**src/rtl/stream_parity_unit.sv**
```systemverilog
// Streaming frame parity generator/checker with saturating error counter.
// Optional sticky error interrupt (err_irq/irq_clr) under `STREAM_PARITY_IRQ_EN.
module stream_parity_unit #(
  parameter int DATA_W = 8,
  parameter int CNT_W  = 8
) (
  input  logic              clk,
  input  logic              rst_n,
  input  logic              in_valid,
  output logic              in_ready,
  input  logic [DATA_W-1:0] in_data,
  input  logic              in_last,
  input  logic              in_par,
  input  logic              odd_mode,
  input  logic              check_mode,
  output logic              out_valid,
  input  logic              out_ready,
  output logic              out_parity,
  output logic              out_error,
`ifdef STREAM_PARITY_IRQ_EN
  output logic              err_irq,
  input  logic              irq_clr,
`endif
  output logic [CNT_W-1:0]  err_count
);

  typedef enum logic {IDLE, ACCUM} state_t;

  state_t           state_q, state_d;
  logic             acc_q, acc_d;
  logic             odd_q, odd_d;
  logic             chk_q, chk_d;
  logic             ov_q, ov_d;
  logic             op_q, op_d;
  logic             oe_q, oe_d;
  logic [CNT_W-1:0] cnt_q, cnt_d;

  logic fire;
  logic eff_odd;
  logic eff_chk;
  logic result;
  logic frame_err;

  assign in_ready = !ov_q || out_ready;
  assign fire     = in_valid && in_ready;

  // First beat of a frame uses the live mode inputs; later beats use the latched copy.
  assign eff_odd   = (state_q == IDLE) ? odd_mode   : odd_q;
  assign eff_chk   = (state_q == IDLE) ? check_mode : chk_q;
  assign result    = acc_q ^ (^in_data) ^ eff_odd;
  assign frame_err = fire && in_last && eff_chk && (result != in_par);

  always_comb begin
    state_d = state_q;
    acc_d   = acc_q;
    odd_d   = odd_q;
    chk_d   = chk_q;
    ov_d    = ov_q;
    op_d    = op_q;
    oe_d    = oe_q;
    cnt_d   = cnt_q;

    if (ov_q && out_ready) begin
      ov_d = 1'b0;
    end

    if (fire) begin
      if (state_q == IDLE) begin
        odd_d = odd_mode;
        chk_d = check_mode;
      end
      if (in_last) begin
        state_d = IDLE;
        acc_d   = 1'b0;
        ov_d    = 1'b1;
        op_d    = result;
        oe_d    = frame_err;
        if (frame_err && (cnt_q != '1)) begin
          cnt_d = cnt_q + CNT_W'(1);
        end
      end else begin
        state_d = ACCUM;
        acc_d   = acc_q ^ (^in_data);
      end
    end
  end

  always_ff @(posedge clk or negedge rst_n) begin
    if (!rst_n) begin
      state_q <= IDLE;
      acc_q   <= 1'b0;
      odd_q   <= 1'b0;
      chk_q   <= 1'b0;
      ov_q    <= 1'b0;
      op_q    <= 1'b0;
      oe_q    <= 1'b0;
      cnt_q   <= '0;
    end else begin
      state_q <= state_d;
      acc_q   <= acc_d;
      odd_q   <= odd_d;
      chk_q   <= chk_d;
      ov_q    <= ov_d;
      op_q    <= op_d;
      oe_q    <= oe_d;
      cnt_q   <= cnt_d;
    end
  end

  assign out_valid  = ov_q;
  assign out_parity = op_q;
  assign out_error  = oe_q;
  assign err_count  = cnt_q;

`ifdef STREAM_PARITY_IRQ_EN
  logic irq_q, irq_d;

  // Set takes priority over a simultaneous clear.
  always_comb begin
    irq_d = irq_q;
    if (irq_clr) irq_d = 1'b0;
    if (frame_err) irq_d = 1'b1;
  end

  always_ff @(posedge clk or negedge rst_n) begin
    if (!rst_n) irq_q <= 1'b0;
    else        irq_q <= irq_d;
  end

  assign err_irq = irq_q;
`endif

endmodule

```
**config.mk**
```make
export PLATFORM = sky130hd
export DESIGN_NAME = stream_parity_unit
export DESIGN_NICKNAME = d
export VERILOG_FILES = /design/src/rtl/stream_parity_unit.sv
export SDC_FILE = /design/constraint.sdc
export NUM_CORES = 1
export LEC_CHECK = 0
export CAP_MARGIN = 20
export CORE_UTILIZATION = 46
export DETAILED_ROUTE_END_ITERATION = 8
export PLACE_DENSITY = 0.82
export SYNTH_ARGS = -nofsm -noshare
export SYNTH_HDL_FRONTEND = slang
export SYNTH_SLANG_ARGS = --single-unit
```
**constraint.sdc**
```tcl
create_clock -name clk -period 4.4 [get_ports clk]
set_clock_uncertainty 0.1 [all_clocks]
set_input_delay 0.88 -clock clk [delete_from_list [all_inputs] [get_ports clk]]
set_output_delay 0.88 -clock clk [all_outputs]
set_load 0.05 [all_outputs]
```
Yosys cells after proc, flatten, opt, wreduce, memory -nomap -nowiden:

Cells that the tools add are included.

* $add $sub $neg: 1
* eq/ne operators: 2
* mux-type cells: 7
* bitwise operators: 2
* reduce and logical (&&, ||, !) cells: 11

Operator list (number)
* $add A8 B1 Y8 const B: 1
* $ne A8 B8 Y1 const B: 1
* $reduce_xor A8 Y1: 1
* $mux W1: 7
* $logic_and A1 B1 Y1: 6
* $reduce_and A3 Y1: 1
* $reduce_and A2 Y1: 1
* $xor A1 B1 Y1: 2
* $logic_not A1 Y1: 1
* $logic_or A1 B1 Y1: 1
* $ne A1 B1 Y1: 1

* register bits: 15
* output and inout bits: 12
* logic and storage cells: 31

Depth between registers and ports, before layout:

* depth after elaboration: 8
* depth in mapped cells: 7
* gate-level depth less buffers: 6

Worst setup path after synthesis:

No wires, ideal clock.

* kind: input to register
* start point: input out_ready
* end point: register cnt_q[1], in the netlist err_count[1]
* library setup time: 0.125 ns
* arrival: 2.596 ns
* required time: 4.175 ns
* path slack: 1.580 ns
* cell stages on the path: 6
* cell sequence: nand2b_1 nand3_1 or3_1 clkbuf_1 nor2_1 mux2_2

* longest elaborated chain between the ends: 7

Ends and longest elaborated chain
* start: declaration: RTL line 17 `input logic out_ready,`
* $logic_or A1 B1 Y1 *: RTL line 44 `assign in_ready = !ov_q || out_ready;`
* $logic_and A1 B1 Y1 *: RTL line 45 `assign fire = in_valid && in_ready;`
* $logic_and A1 B1 Y1 (3 in a row): RTL line 51 `assign frame_err = fire && in_last && eff_chk && (result != in_par);`
* $logic_and A1 B1 Y1: RTL line 78 `if (frame_err && (cnt_q != '1)) begin`
* $reduce_and A3 Y1 (no line) *
* end signal: assignment: RTL line 106 `cnt_q <= cnt_d;`
* end: declaration: RTL line 36 `logic [CNT_W-1:0] cnt_q, cnt_d;`

Mark *: on every way between the ends. The rest lies on a longest branch, timed or not.
A chain may end at the register's enable or synchronous reset.

Final worst setup path:

* start point: input out_ready
* end point: output in_ready

* longest elaborated chain between the ends: 1

Ends and longest elaborated chain
* $logic_or A1 B1 Y1: RTL line 44
* end: declaration: RTL line 10 `output logic in_ready,`

No other way between the ends.

==> metrics.txt <==
H-tree levels=1; Final Slew Violations=0; CTS tree=built; register area share after synthesis=48.2%; cell area after layout=1090 µm²; R2R Setup Slk=2180 ps; Crit-path slowest cell=clkdlybuf4s50_1; routed vias/inst=just over 5; Pwr per Cell Area=around 570 nW/µm²; hpwl dp=1190 µm; row cnt=14; Worst-Skew Late Latency=280 ps; Final WS setup=1100 ps; synthesized cell area=778 µm²; fin crit period=3300 ps; crit path DAT=2320 ps; syn nets=85; Worst path max stage delay=820 ps; worst slew pin tran=665 ps; first-pass GRT wire length=2570 µm; starting DRC count in detailed routing=5; Cells after Synth=68; Post-route DRC=0; Post-CTS Setup Inserts=0; CP most frequent cell=clkdlybuf4s50_1; RSZ-0062 raised after global routing=no; leakage=0.496 nW; Layout fillers=130; die area=1860 µm²; core area=1540 µm²; die height=43.1 µm; placed cell areas=1060 µm²; Reg clk slew, reported paths=90 ps; fin nets=116; Setup crit end kind=primary output; most common cell after layout, fill and taps aside=clkdlybuf4s50_1; status=finished, final reports clean; yosys warns=0; DR vias=592; drt wl/cell=13.5 µm; CP max FO=4; Post-CTS Hold Buffers=0; Final setup violation count=0; number of nets with antenna violations after routing=0; I/O pin total=28; WS Path Type=in2out; synthesized area per cell=~11 µm²; Hold Vio Cnt, Final=0; Hold Slack=406 ps; Cell Chain, Critical Path=clkdlybuf4s50_1 > nand2b_1 > clkdlybuf4s50_1; Place WS=about 1100 ps; final WL=1540 µm; Rel. slew slack=approximately 56%; Initial Util=50.5%; Congestion Overflow GR=0; VDD IR max=about 0.43 mV; Final Cycle Share=75.0%; vias in the first global route=approximately 600; Port Buf Inserts=27; CTS Buf Count=3; Synth cell types=20; post-route setup TNS=0 ps; Die Width=roughly 43 µm; post_cts resized=0; Hold WC Path Type=reg2reg; initial antenna violation count=0; clk sinks=15; Detailed Routing Iterations Pass 1=4; Ant. Diodes=0; pin count of the biggest net entering global routing=16; Critical Path RT=3420 ps; #FFs+latches synth=15; share of layout cells above drive strength 1=9.18%; Area growth, synth to finish=40.2%; clock tree buffer depth=2; All-Layer GR Usage=between 10% and 20%; CP Launch Type=input port; Max Freq=0.303 GHz; root buf cell=clkbuf_4; area of the multi-input gates=395 µm²; Max-Cap Viols=0; GP Congestion=0.750; most frequent cells in the layout=clkdlybuf4s50_1 (27), dfrtp_1 (15), xor2_1 (10); FF+latch area=about 380 µm²
## layout make-up
class                           count  area share [%]
Sequential cell                    15            34.4
Inverter                            1           0.344
Clock buffer                        4            2.41
Timing Repair Buffer               27            24.8
Tap cell                           16            1.83
Multi-Input combinational cell     51            36.2
## state kept, by name, indices dropped and copies added (netlist names)
| register | flops |
|---|---|
| err_count | 8 |
| acc_q | 1 |
| chk_q | 1 |
| odd_q | 1 |
| out_error | 1 |
| out_parity | 1 |
| out_valid | 1 |
| state_q | 1 |
## synth_stat cells (all sizes together)
master,count,share of area [%]
dfrtp,15,48
xor2,10,11
nand2,6,2.9
nand3,5,3.2
xnor2,5,5.6
mux2,4,5.8
nor2,4,1.9
nor3,3,1.9
nor4,3,2.4
mux2i,2,2.6
xnor3,2,6.1
a21o,1,0.96
a22o,1,1.1
clkbuf,1,0.48
ha,1,1.6
inv,1,0.48
nand2b,1,0.80
nand4,1,0.80
o31ai,1,0.96
or3,1,0.80
## path summary, 6_finish.rpt
path | end | cells after the start | startpoint
worst max-delay path | in_ready | 3 | out_ready
worst max register to register | err_count[1] | 5 | acc_q
max in group asynchronous | out_valid | 1 | rst_n
worst min-delay path | err_count[6] | 1 | err_count[6]
worst min register to register | err_count[6] | 1 | err_count[6]
min in group asynchronous | err_count[2] | 1 | rst_n
## stage by stage
step | std cells | total power, W | util [%]
after floorplan | 68 | 0.000443 | -
after global routing | 114 | 0.000658 | 70.8
after CTS | 114 | 0.000628 | 70.8
after detailed placement | 110 | 0.000550 | 69.1
final | 114 | 0.000625 | 70.8
after global placement | 110 | 0.000541 | 69.1
## power by group
group          switching [W]  internal [W]  leakage (nW)
sequential         0.0000376      0.000176         0.191
clock              0.0000429     0.0000352        0.0150
combinational       0.000193      0.000140         0.290
## kinds of logic (layout without fill, tap and decap cells)
family	count (synthesis)	after routing	synth area share, %
adder cells (fa/ha/maj)	1	1	1.61
XOR/XNOR	17	17	23.0
AO/OA/AOI/OAI	3	3	3.06
AND/OR/NAND/NOR	24	24	14.8
buffers and inverters	2	32	0.964
multiplexers	6	6	8.36
flip-flops	15	15	48.2
## worst max-delay path, delay by kind of cell
kind          cells  cell delay, ps
buf+inv           2            1270
simple gates      1             170
## layer usage
| layer | global-route usage [%] | vias to the layer above | wire length (µm) |
|---|---|---|---|
| li1 | - | 299 | - |
| met1 | 25.6 | 271 | 680 |
| met2 | 29.3 | 18 | 742 |
| met3 | 4.26 | 4 | 105 |
| met4 | 7.27 | 0 | 15 |
| met5 | 0 | - | 0 |
No activity file was read; power rests on OpenSTA's default activity.
